`config.mk`:
```
export PLATFORM = sky130hd
export DESIGN_NAME = alu_pattern_engine
export DESIGN_NICKNAME = d
export VERILOG_FILES = /design/src/rtl/alu_test_pkg.sv /design/src/rtl/alu_pattern_fetch.sv /design/src/rtl/alu_pattern_engine.sv
export SDC_FILE = /design/constraint.sdc
export NUM_CORES = 1
export LEC_CHECK = 0
export ABC_AREA = 1
export BUFFER_PORTS_ARGS = -buffer_cell sky130_fd_sc_hd__buf_2
export CORE_MARGIN = 1
export CORE_UTILIZATION = 40
export CTS_CLUSTER_SIZE = 28
export DETAILED_ROUTE_END_ITERATION = 8
export PLACE_DENSITY = 0.62
export SKIP_CTS_REPAIR_TIMING = 1
export SLEW_MARGIN = 5
export SYNTH_ARGS = -nofsm -noshare
export SYNTH_HDL_FRONTEND = slang
export SYNTH_SLANG_ARGS = --single-unit
```
`constraint.sdc`:
```
create_clock -name clk -period 2.8 [get_ports clk]
set_input_delay 0.42 -clock clk [delete_from_list [all_inputs] [get_ports clk]]
set_output_delay 0.42 -clock clk [all_outputs]
set_load 0.005 [all_outputs]
```
`src/rtl/alu_test_pkg.sv`:
```
// alu_test_pkg: constants and types shared by the ALU pattern engine.
// Holds ALU opcode/bonus encodings, pattern-record byte offsets and the engine FSM state type.
// No ports; imported by alu_pattern_fetch and alu_pattern_engine.
package alu_test_pkg;

  // ALU operation codes
  localparam logic [3:0] OP_AND  = 4'd0;
  localparam logic [3:0] OP_OR   = 4'd1;
  localparam logic [3:0] OP_ADD  = 4'd2;
  localparam logic [3:0] OP_SUB  = 4'd6;
  localparam logic [3:0] OP_SLT  = 4'd7;
  localparam logic [3:0] OP_NOR  = 4'd12;
  localparam logic [3:0] OP_NAND = 4'd13;

  // compare sub-selects used with OP_SLT
  localparam logic [2:0] BON_SLT = 3'd0;
  localparam logic [2:0] BON_SGT = 3'd1;
  localparam logic [2:0] BON_SLE = 3'd2;
  localparam logic [2:0] BON_SGE = 3'd3;
  localparam logic [2:0] BON_SNE = 3'd4;
  localparam logic [2:0] BON_SEQ = 3'd6;

  // pattern record layout (byte offsets inside one record)
  localparam int RECORD_BYTES = 16;
  localparam int FETCH_BYTES  = 15;   // byte 15 is reserved and never read
  localparam int OFF_SRC1     = 0;
  localparam int OFF_SRC2     = 4;
  localparam int OFF_OP       = 8;
  localparam int OFF_BONUS    = 9;
  localparam int OFF_EXP      = 10;
  localparam int OFF_ZCV      = 14;

  typedef enum logic [2:0] {
    ST_IDLE,
    ST_FETCH,
    ST_APPLY,
    ST_SETTLE,
    ST_CHECK,
    ST_DONE
  } state_t;

endpackage

```
`src/rtl/alu_pattern_fetch.sv`:
```
// alu_pattern_fetch: walks one 16-byte pattern record and captures bytes 0..14 into staging regs.
// Ports: fetch_start/fetch_idx launch a fetch, mem_addr/mem_rdata talk to the registered-read
// memory, fetch_done flags the last fetch cycle, f_* are the assembled staging fields.
module alu_pattern_fetch
  import alu_test_pkg::*;
#(
  parameter int AW = 8
) (
  input  logic          clk,
  input  logic          rst_n,
  input  logic          fetch_start,
  input  logic [3:0]    fetch_idx,
  output logic [AW-1:0] mem_addr,
  input  logic [7:0]    mem_rdata,
  output logic          fetch_done,
  output logic [31:0]   f_src1,
  output logic [31:0]   f_src2,
  output logic [3:0]    f_opcode,
  output logic [2:0]    f_bonus,
  output logic [31:0]   f_exp_result,
  output logic [2:0]    f_exp_zcv
);

  logic       active;
  logic [3:0] cnt;                 // FETCH cycle number, 0..15
  logic [7:0] stg [FETCH_BYTES];

  // Address for offset k is on the bus in fetch cycle k; its data returns in cycle k+1 and is
  // captured at the end of that cycle. Offset 14 lands at the end of cycle 15, so a fetch is
  // exactly 16 cycles. The address stops at base+14 so the reserved byte is never read.
  always_ff @(posedge clk) begin
    if (!rst_n) begin
      active   <= 1'b0;
      cnt      <= 4'd0;
      mem_addr <= '0;
      for (int i = 0; i < FETCH_BYTES; i++) stg[i] <= 8'd0;
    end else if (fetch_start) begin
      active   <= 1'b1;
      cnt      <= 4'd0;
      mem_addr <= AW'({fetch_idx, 4'b0000});
    end else if (active) begin
      cnt <= cnt + 4'd1;
      if (cnt < 4'(FETCH_BYTES - 1)) mem_addr <= mem_addr + AW'(1);
      if (cnt != 4'd0) stg[cnt - 4'd1] <= mem_rdata;
      if (cnt == 4'(RECORD_BYTES - 1)) active <= 1'b0;
    end
  end

  assign fetch_done = active && (cnt == 4'(RECORD_BYTES - 1));

  assign f_src1       = {stg[OFF_SRC1+3], stg[OFF_SRC1+2], stg[OFF_SRC1+1], stg[OFF_SRC1]};
  assign f_src2       = {stg[OFF_SRC2+3], stg[OFF_SRC2+2], stg[OFF_SRC2+1], stg[OFF_SRC2]};
  assign f_opcode     = stg[OFF_OP][3:0];
  assign f_bonus      = stg[OFF_BONUS][2:0];
  assign f_exp_result = {stg[OFF_EXP+3], stg[OFF_EXP+2], stg[OFF_EXP+1], stg[OFF_EXP]};
  assign f_exp_zcv    = stg[OFF_ZCV][2:0];

endmodule

```
`src/rtl/alu_pattern_engine.sv`:
```
// alu_pattern_engine: drives ALU operands from stored patterns and checks its results/flags.
// Ports: start launches a run; mem_addr/mem_rdata fetch patterns; src1/src2/alu_control/
// bonus_control drive the ALU; result/zero/cout/overflow are checked; busy/done/pass/err_* report.
module alu_pattern_engine
  import alu_test_pkg::*;
#(
  parameter int PATTERN_NUM = 11,
  parameter int AW          = 8
) (
  input  logic          clk,
  input  logic          rst_n,
  input  logic          start,
  output logic [AW-1:0] mem_addr,
  input  logic [7:0]    mem_rdata,
  output logic [31:0]   src1,
  output logic [31:0]   src2,
  output logic [3:0]    alu_control,
  output logic [2:0]    bonus_control,
  input  logic [31:0]   result,
  input  logic          zero,
  input  logic          cout,
  input  logic          overflow,
  output logic          busy,
  output logic          done,
  output logic          pass,
  output logic [7:0]    err_count,
  output logic          err_valid,
  output logic [5:0]    err_index
);

  state_t      state, state_nxt;
  logic [3:0]  pat_idx, pat_nxt;
  logic        fetch_start, run_start, fetch_done, mismatch, last_pat;
  logic [31:0] f_src1, f_src2, f_exp_result;
  logic [3:0]  f_opcode;
  logic [2:0]  f_bonus, f_exp_zcv;

  alu_pattern_fetch #(.AW(AW)) u_fetch (
    .clk          (clk),
    .rst_n        (rst_n),
    .fetch_start  (fetch_start),
    .fetch_idx    (pat_nxt),
    .mem_addr     (mem_addr),
    .mem_rdata    (mem_rdata),
    .fetch_done   (fetch_done),
    .f_src1       (f_src1),
    .f_src2       (f_src2),
    .f_opcode     (f_opcode),
    .f_bonus      (f_bonus),
    .f_exp_result (f_exp_result),
    .f_exp_zcv    (f_exp_zcv)
  );

  assign last_pat = (pat_idx == 4'(PATTERN_NUM - 1));

  // One error per pattern at most: result first, then full flags for ADD/SUB, else zero only.
  // The staging regs still hold this pattern's expectations: the next fetch starts after CHECK.
  always_comb begin
    mismatch = 1'b0;
    if (result != f_exp_result)
      mismatch = 1'b1;
    else if (alu_control == OP_ADD || alu_control == OP_SUB)
      mismatch = ({zero, cout, overflow} != f_exp_zcv);
    else
      mismatch = (zero != f_exp_zcv[2]);
  end

  always_ff @(posedge clk) begin
    if (!rst_n) begin
      state   <= ST_IDLE;
      pat_idx <= 4'd0;
    end else begin
      state   <= state_nxt;
      pat_idx <= pat_nxt;
    end
  end

  always_comb begin
    state_nxt   = state;
    pat_nxt     = pat_idx;
    fetch_start = 1'b0;
    run_start   = 1'b0;
    busy        = 1'b0;
    done        = 1'b0;
    err_valid   = 1'b0;
    case (state)
      ST_IDLE, ST_DONE: begin
        done = (state == ST_DONE);
        if (start) begin
          state_nxt   = ST_FETCH;
          pat_nxt     = 4'd0;
          fetch_start = 1'b1;
          run_start   = 1'b1;
        end
      end
      ST_FETCH: begin
        busy = 1'b1;
        if (fetch_done) state_nxt = ST_APPLY;
      end
      ST_APPLY: begin
        busy      = 1'b1;
        state_nxt = ST_SETTLE;
      end
      ST_SETTLE: begin
        busy      = 1'b1;
        state_nxt = ST_CHECK;
      end
      ST_CHECK: begin
        busy      = 1'b1;
        err_valid = mismatch;
        if (last_pat) begin
          state_nxt = ST_DONE;
        end else begin
          state_nxt   = ST_FETCH;
          pat_nxt     = pat_idx + 4'd1;
          fetch_start = 1'b1;
        end
      end
      default: state_nxt = ST_IDLE;
    endcase
  end

  // ALU inputs are only ever loaded here, all together, so the ALU never sees a mixed pattern.
  always_ff @(posedge clk) begin
    if (!rst_n) begin
      src1          <= 32'd0;
      src2          <= 32'd0;
      alu_control   <= 4'd0;
      bonus_control <= 3'd0;
    end else if (state == ST_APPLY) begin
      src1          <= f_src1;
      src2          <= f_src2;
      alu_control   <= f_opcode;
      bonus_control <= f_bonus;
    end
  end

  always_ff @(posedge clk) begin
    if (!rst_n) begin
      err_count <= 8'd0;
      err_index <= 6'd0;
    end else if (run_start) begin
      err_count <= 8'd0;
      err_index <= 6'd0;
    end else if (err_valid) begin
      if (err_count != 8'hFF) err_count <= err_count + 8'd1;
      err_index <= {2'b00, pat_idx} + 6'd1;
    end
  end

  assign pass = done && (err_count == 8'd0);

endmodule

```
==> results of run 1 <==
cell type report:
type,instances,area (sq um)
clock inverter,14,148.9
timing repair buffer,145,760.7
inverter,167,626.9
multi-input combinational,558,2753
sequential,210,5265
tap,275,344.1
fill,2050,10720
clock buffer,28,604.3
metal layers:
| metal | up-vias | part of all wire | GRT usage |
|---|---|---|---|
| li1 | 3384 | - | - |
| met1 | 3044 | 0.45 | 0.2425 |
| met2 | 172 | 0.47 | 0.2998 |
| met3 | 31 | 0.054 | 0.02805 |
| met4 | 0 | 0.021 | 0.04848 |
| met5 | - | 0 | 0 |
cell usage in the layout (no fill, tap or decap), drive strengths merged, types with 15 or more instances in the layout:
cell / count
o21ai: 88
inv: 168
clkbuf: 28
xnor2: 15
nand3: 20
edfxtp: 106
dfxtp: 104
buf: 145
a21oi: 91
nor2: 151
nand2: 142
metrics by stage:
stage	setup WS [ps]	cells
after floorplan	762.6	970
after global placement	414.1	1355
after detailed placement	354.9	1355
after CTS	90.86	1397
after global routing	11.77	1397
final	169.1	1397
worst paths after layout:
path,from,depth (start not counted),slack (ps),to
worst max-delay path,u_fetch.stg[14][2],11,170,err_valid
worst min-delay path,start,4,340,pat_idx[0]
worst max register to register,u_fetch.cnt[1],7,310,u_fetch.stg[3][0]
worst min register to register,src1[8],2,440,src1[8]
sequential cells by signal, indices dropped and copies added (netlist names):
| signal | flops |
|---|---|
| err_index | 5 |
| u_fetch.mem_addr | 8 |
| state | 3 |
| alu_control | 4 |
| u_fetch.active | 1 |
| err_count | 8 |
| u_fetch.cnt | 4 |
| src2 | 32 |
| bonus_control | 3 |
| src1 | 32 |
| u_fetch.stg | 106 |
| pat_idx | 4 |
tightest hold or removal path, delay by kind of cell:
| kind | cells | cell delay, ps |
|---|---|---|
| simple gates | 2 | 170 |
| compound gates | 1 | 80 |
| buf+inv | 1 | 110 |
power by group through the flow:
| stage | logic [W] | registers [W] | clock network (W) |
|---|---|---|---|
| floorplan | 0.000974 | 0.00389 | 0 |
| global route | 0.00186 | 0.00389 | 0.00321 |
| finish | 0.00161 | 0.00383 | 0.00301 |
| global placement | 0.00161 | 0.00389 | 0 |
| detailed placement | 0.00163 | 0.00390 | 0 |
| CTS | 0.00164 | 0.00383 | 0.00309 |
cells by family (layout without fill, tap and decap cells):
| family | Yosys count | in the layout |
|---|---|---|
| AND/OR/NAND/NOR | 337 | 337 |
| XOR/XNOR | 22 | 22 |
| buffers and inverters | 202 | 354 |
| AO/OA/AOI/OAI | 188 | 188 |
| adder cells (fa/ha/maj) | 10 | 10 |
| flip-flops | 210 | 210 |
| other | 1 | 1 |
==> metrics.txt, run 1 <==
Synth Area in Compound Gates=0.1097; Vias/cell=4.747; Final Cell Area=10500 sq um; Residual DRC=0; Max-Cap Viols=0; Synthesized Nets=1026; Post-Synth Simple-Gate Area=0.1653; num rows=53; slew of the pin with the lowest slew margin=834.0 ps; critical path cell sequence=nand2_1, nand2_1, inv_1, nand2_1, nor2_1, nand2_1, nor2_1, nand3_4, nand2_1, inv_1, buf_2; Post-DP Area=9739 sq um; CTS Sinks=210; CTS tree=yes; Synth area leaders=edfxtp_1 36%, dfxtp_1 24%, inv_1 7.0%; top_reg_cell synth=edfxtp_1; core area=21220 sq um; TritonCTS buffer count=23; clock slew at reported path FFs=60 ps; Largest delay share family, worst path=simple AND/OR/NAND/NOR gates; Final Hold Slack=339.8 ps; CP most frequent cell=nand2_1; # port buffers=141; Worst Path Required=2380 ps; switch share=0.2868; crit-path max cell delay=420 ps; gr ovfl total=0; # nets final=1161; layout cells sized above 1=0.1889; Bufs on Longest Clock Path=3; Post-synth EDFFs=106; slew margin rel.=0.4440; critical path arrival=2210 ps; Sw Pwr=0.002425 W; root buffer cell=clkbuf_16; htree depth=1; 1st-pass router iterations=5; num ports=143; GRT Total Usage=0.1800; kind of critical path=flop to primary output; Area Overhead vs Synth=19.91%; RSZ-0062 raised after global routing=false; Pwr Density=805.1 nW/um^2; Synth Instances=970; largest net degree at the start of global routing=92; Routed WL=20120 microns; status=finished, final reports clean; Fin Setup TNS=0 ps; DR iter-0 viols=450; Max IR drop VDD=297.2 uV; Die Area=22490 sq um; min Tclk post-route=2631 ps; Mean Syn Cell Area=9.029 sq um; Die X=150.0 microns; sequential share of the synthesized area=0.6011; post-DP HPWL=13720 microns; final clock skew=13.82 ps; Die H=150.0 microns; mux contribution to synthesized area=0; CP Max Fanout=9; Slew Limit Fails=0; slowest CP cell=edfxtp_1; ant diodes=0; Clk pwr share=0.356; drt wl/cell=14.40 microns; Tot Pwr=0.008455 W; Final Cycle Share=0.9396; Initial Utilization=0.4127; top cells by count, synth=163 x inv_1, 147 x nor2_1, 129 x nand2_1, 106 x edfxtp_1, 104 x dfxtp_1; worst skew pair latency=510 ps; vias=6631; Yosys cell types=37; largest family of logic cells by synthesized area=simple AND/OR/NAND/NOR gates; RePlAce Congestion=0.8122; Yosys warning count=0; Comb power frac=0.191; critical path capture point type=primary output; first-pass GRT wire length=31400 microns; post-synthesis xor/xnor area fraction=0.02200; final setup vio count=0; Buffers & Inverters on Critical Path=3; Synth top area share=0.3634; Cell Area, Synth=8758 sq um; Synth Area in Adders=0.01429; Peak Freq=0.3801 GHz; cell with the most instances after synthesis=inv_1; post-synth top area cell=edfxtp_1; Min-Delay Path Class=primary input to flop; sequential power share=0.453; Startpoint Class=flop; Cell Int Power=0.006030 W; Synth async-reset ratio=0; post-layout util=0.4949; leakage power=4.600 nW; Hold Vio Cnt, Final=0; vias in the first global route=6043; ANT nets after route=0; FF+latch count, synth=210; initial antenna violation count=0
No activity file was read; power rests on OpenSTA's default activity.
==> inputs of run 2 (changes only) <==
RECOVER_POWER = 25   (was not set)
REMOVE_ABC_BUFFERS = 1   (was not set)
==> run 2 against run 1 <==
- sequential cell count unchanged
- die area unchanged
- final area down 0.26%
- routed wire length is 1.9% lower
- critical endpoint unchanged
- largest cell class unchanged
==> metrics.txt, run 2 (synthesis gave the netlist of run 1 again) <==
critical path arrival=2190 ps; most common cell after layout, fill and taps aside=inv_1; TritonCTS buffer count=23; Die X=150.0 microns; kind of critical path=flop to primary output; slew margin rel.=0.4798; final setup vio count=0; Tot Pwr=0.008407 W; htree depth=1; crit-path max cell delay=470 ps; status=finished, final reports clean; vias in the first global route=6229; drt wl/cell=14.14 microns; FF/Latch Area=5265 sq um; post-DP HPWL=13320 microns; Vias/cell=4.718; post-layout util=0.4936; gr ovfl total=0; CTS Sinks=210; slowest CP cell=edfxtp_1; multi-input logic area=2755 sq um; Peak Freq=0.3828 GHz; first-pass GRT wire length=31430 microns; Largest delay share family, worst path=simple AND/OR/NAND/NOR gates; fillcell total=2045; # nets final=1160; num rows=53; Hold Vio Cnt, Final=0; Min-Delay Path Class=primary input to flop; Initial Utilization=0.4127; largest net degree at the start of global routing=92; CTS tree=yes; CP Max Fanout=9; ant diodes=0; Max-Cap Viols=0; layout cells sized above 1=0.1650; DR iter-0 viols=349; critical path capture point type=primary output; CP most frequent cell=nand2_2; global routing usage on met3=0.03354; Die H=150.0 microns; GRT Total Usage=0.1795; max FFs per register=106; min Tclk post-route=2612 ps; Routed WL=19740 microns; met2 GRT Util=0.2977; 1st-pass router iterations=5; Worst Path Required=2380 ps; Max IR drop VDD=410.9 uV; vias=6586; ANT nets after route=0; Final Cycle Share=0.9330; final clock skew=17.39 ps; Startpoint Class=flop; Slew Limit Fails=0; Pwr Density=802.6 nW/um^2; Buffers & Inverters on Critical Path=2; Regs by FF count=u_fetch.stg (106), src1 (32), src2 (32); core area=21220 sq um; num ports=143; Residual DRC=0; global routing's busiest layer=met2; clock slew at reported path FFs=60 ps; Fin Setup TNS=0 ps; Die Area=22490 sq um; leakage power=4.474 nW; Final Hold Slack=416.1 ps; RePlAce Congestion=0.7840; worst skew pair latency=510 ps; met1 Resource Use GR=0.2419; Area Overhead vs Synth=19.60%; critical path cell sequence=xnor2_1, nand2_1, nor2_1, nand2_2, nor2_2, nand3_4, nand2_2, inv_1, buf_2; slew of the pin with the lowest slew margin=779.5 ps; # port buffers=141; initial antenna violation count=0; root buffer cell=clkbuf_16; Bufs on Longest Clock Path=3; Top reg by flops=u_fetch.stg; commonest cells after routing, fill and taps aside=163 x inv_1, 144 x nor2_1, 128 x nand2_1, 112 x buf_2, 106 x edfxtp_1
==> run 2: final timing paths <==
kind,startpoint,to,slack (ps),cells past startpoint
worst max-delay path,u_fetch.stg[10][6],err_valid,190,9
worst min-delay path,rst_n,state[1],420,3
worst max register to register,pat_idx[0],u_fetch.stg[6][2],370,12
worst min register to register,src1[19],src1[19],440,2
==> run 2: layout make-up <==
cell class | instances | share of cell area
sequential | 210 | 0.5026
multi-input combinational | 558 | 0.2630
timing repair buffer | 144 | 0.06964
clock buffer | 33 | 0.06235
inverter | 167 | 0.05984
tap | 275 | 0.03285
clock inverter | 9 | 0.009675
==> run 2: layer usage <==
metal | vias to the layer above | wire length [microns]
li1 | 3371 | -
met1 | 3023 | 9134
met2 | 164 | 9082
met3 | 28 | 1142
met4 | 0 | 381
met5 | - | 0
==> run 2: through the flow <==
| stage | instances | instance area (sq um) | setup WS (ps) |
|---|---|---|---|
| floorplan | 935 | 8622 | -667.9 |
| global placement | 1354 | 9744 | 510.9 |
| detailed placement | 1354 | 9744 | 489.0 |
| CTS | 1396 | 10500 | 27.66 |
| global route | 1396 | 10480 | -1.784 |
| finish | 1396 | 10480 | 187.5 |
==> run 2: report_power, final <==
group / internal, W / total [W] / leakage (nW) / switching, W
Sequential: 0.00361 / 0.00384 / 1.94 / 0.000234
Combinational: 0.000580 / 0.00158 / 2.16 / 0.00100
Clock: 0.00181 / 0.00299 / 0.373 / 0.00118
Total: 0.00599 / 0.00841 / 4.47 / 0.00241
==> run 2: worst reg2reg max path, delay by kind of cell, from the launching register on <==
kind                     cells  cell delay [ps]
adder cells (fa/ha/maj)      1              140
buffers and inverters        2              150
flip-flops                   1              360
AND/OR/NAND/NOR              9             1430
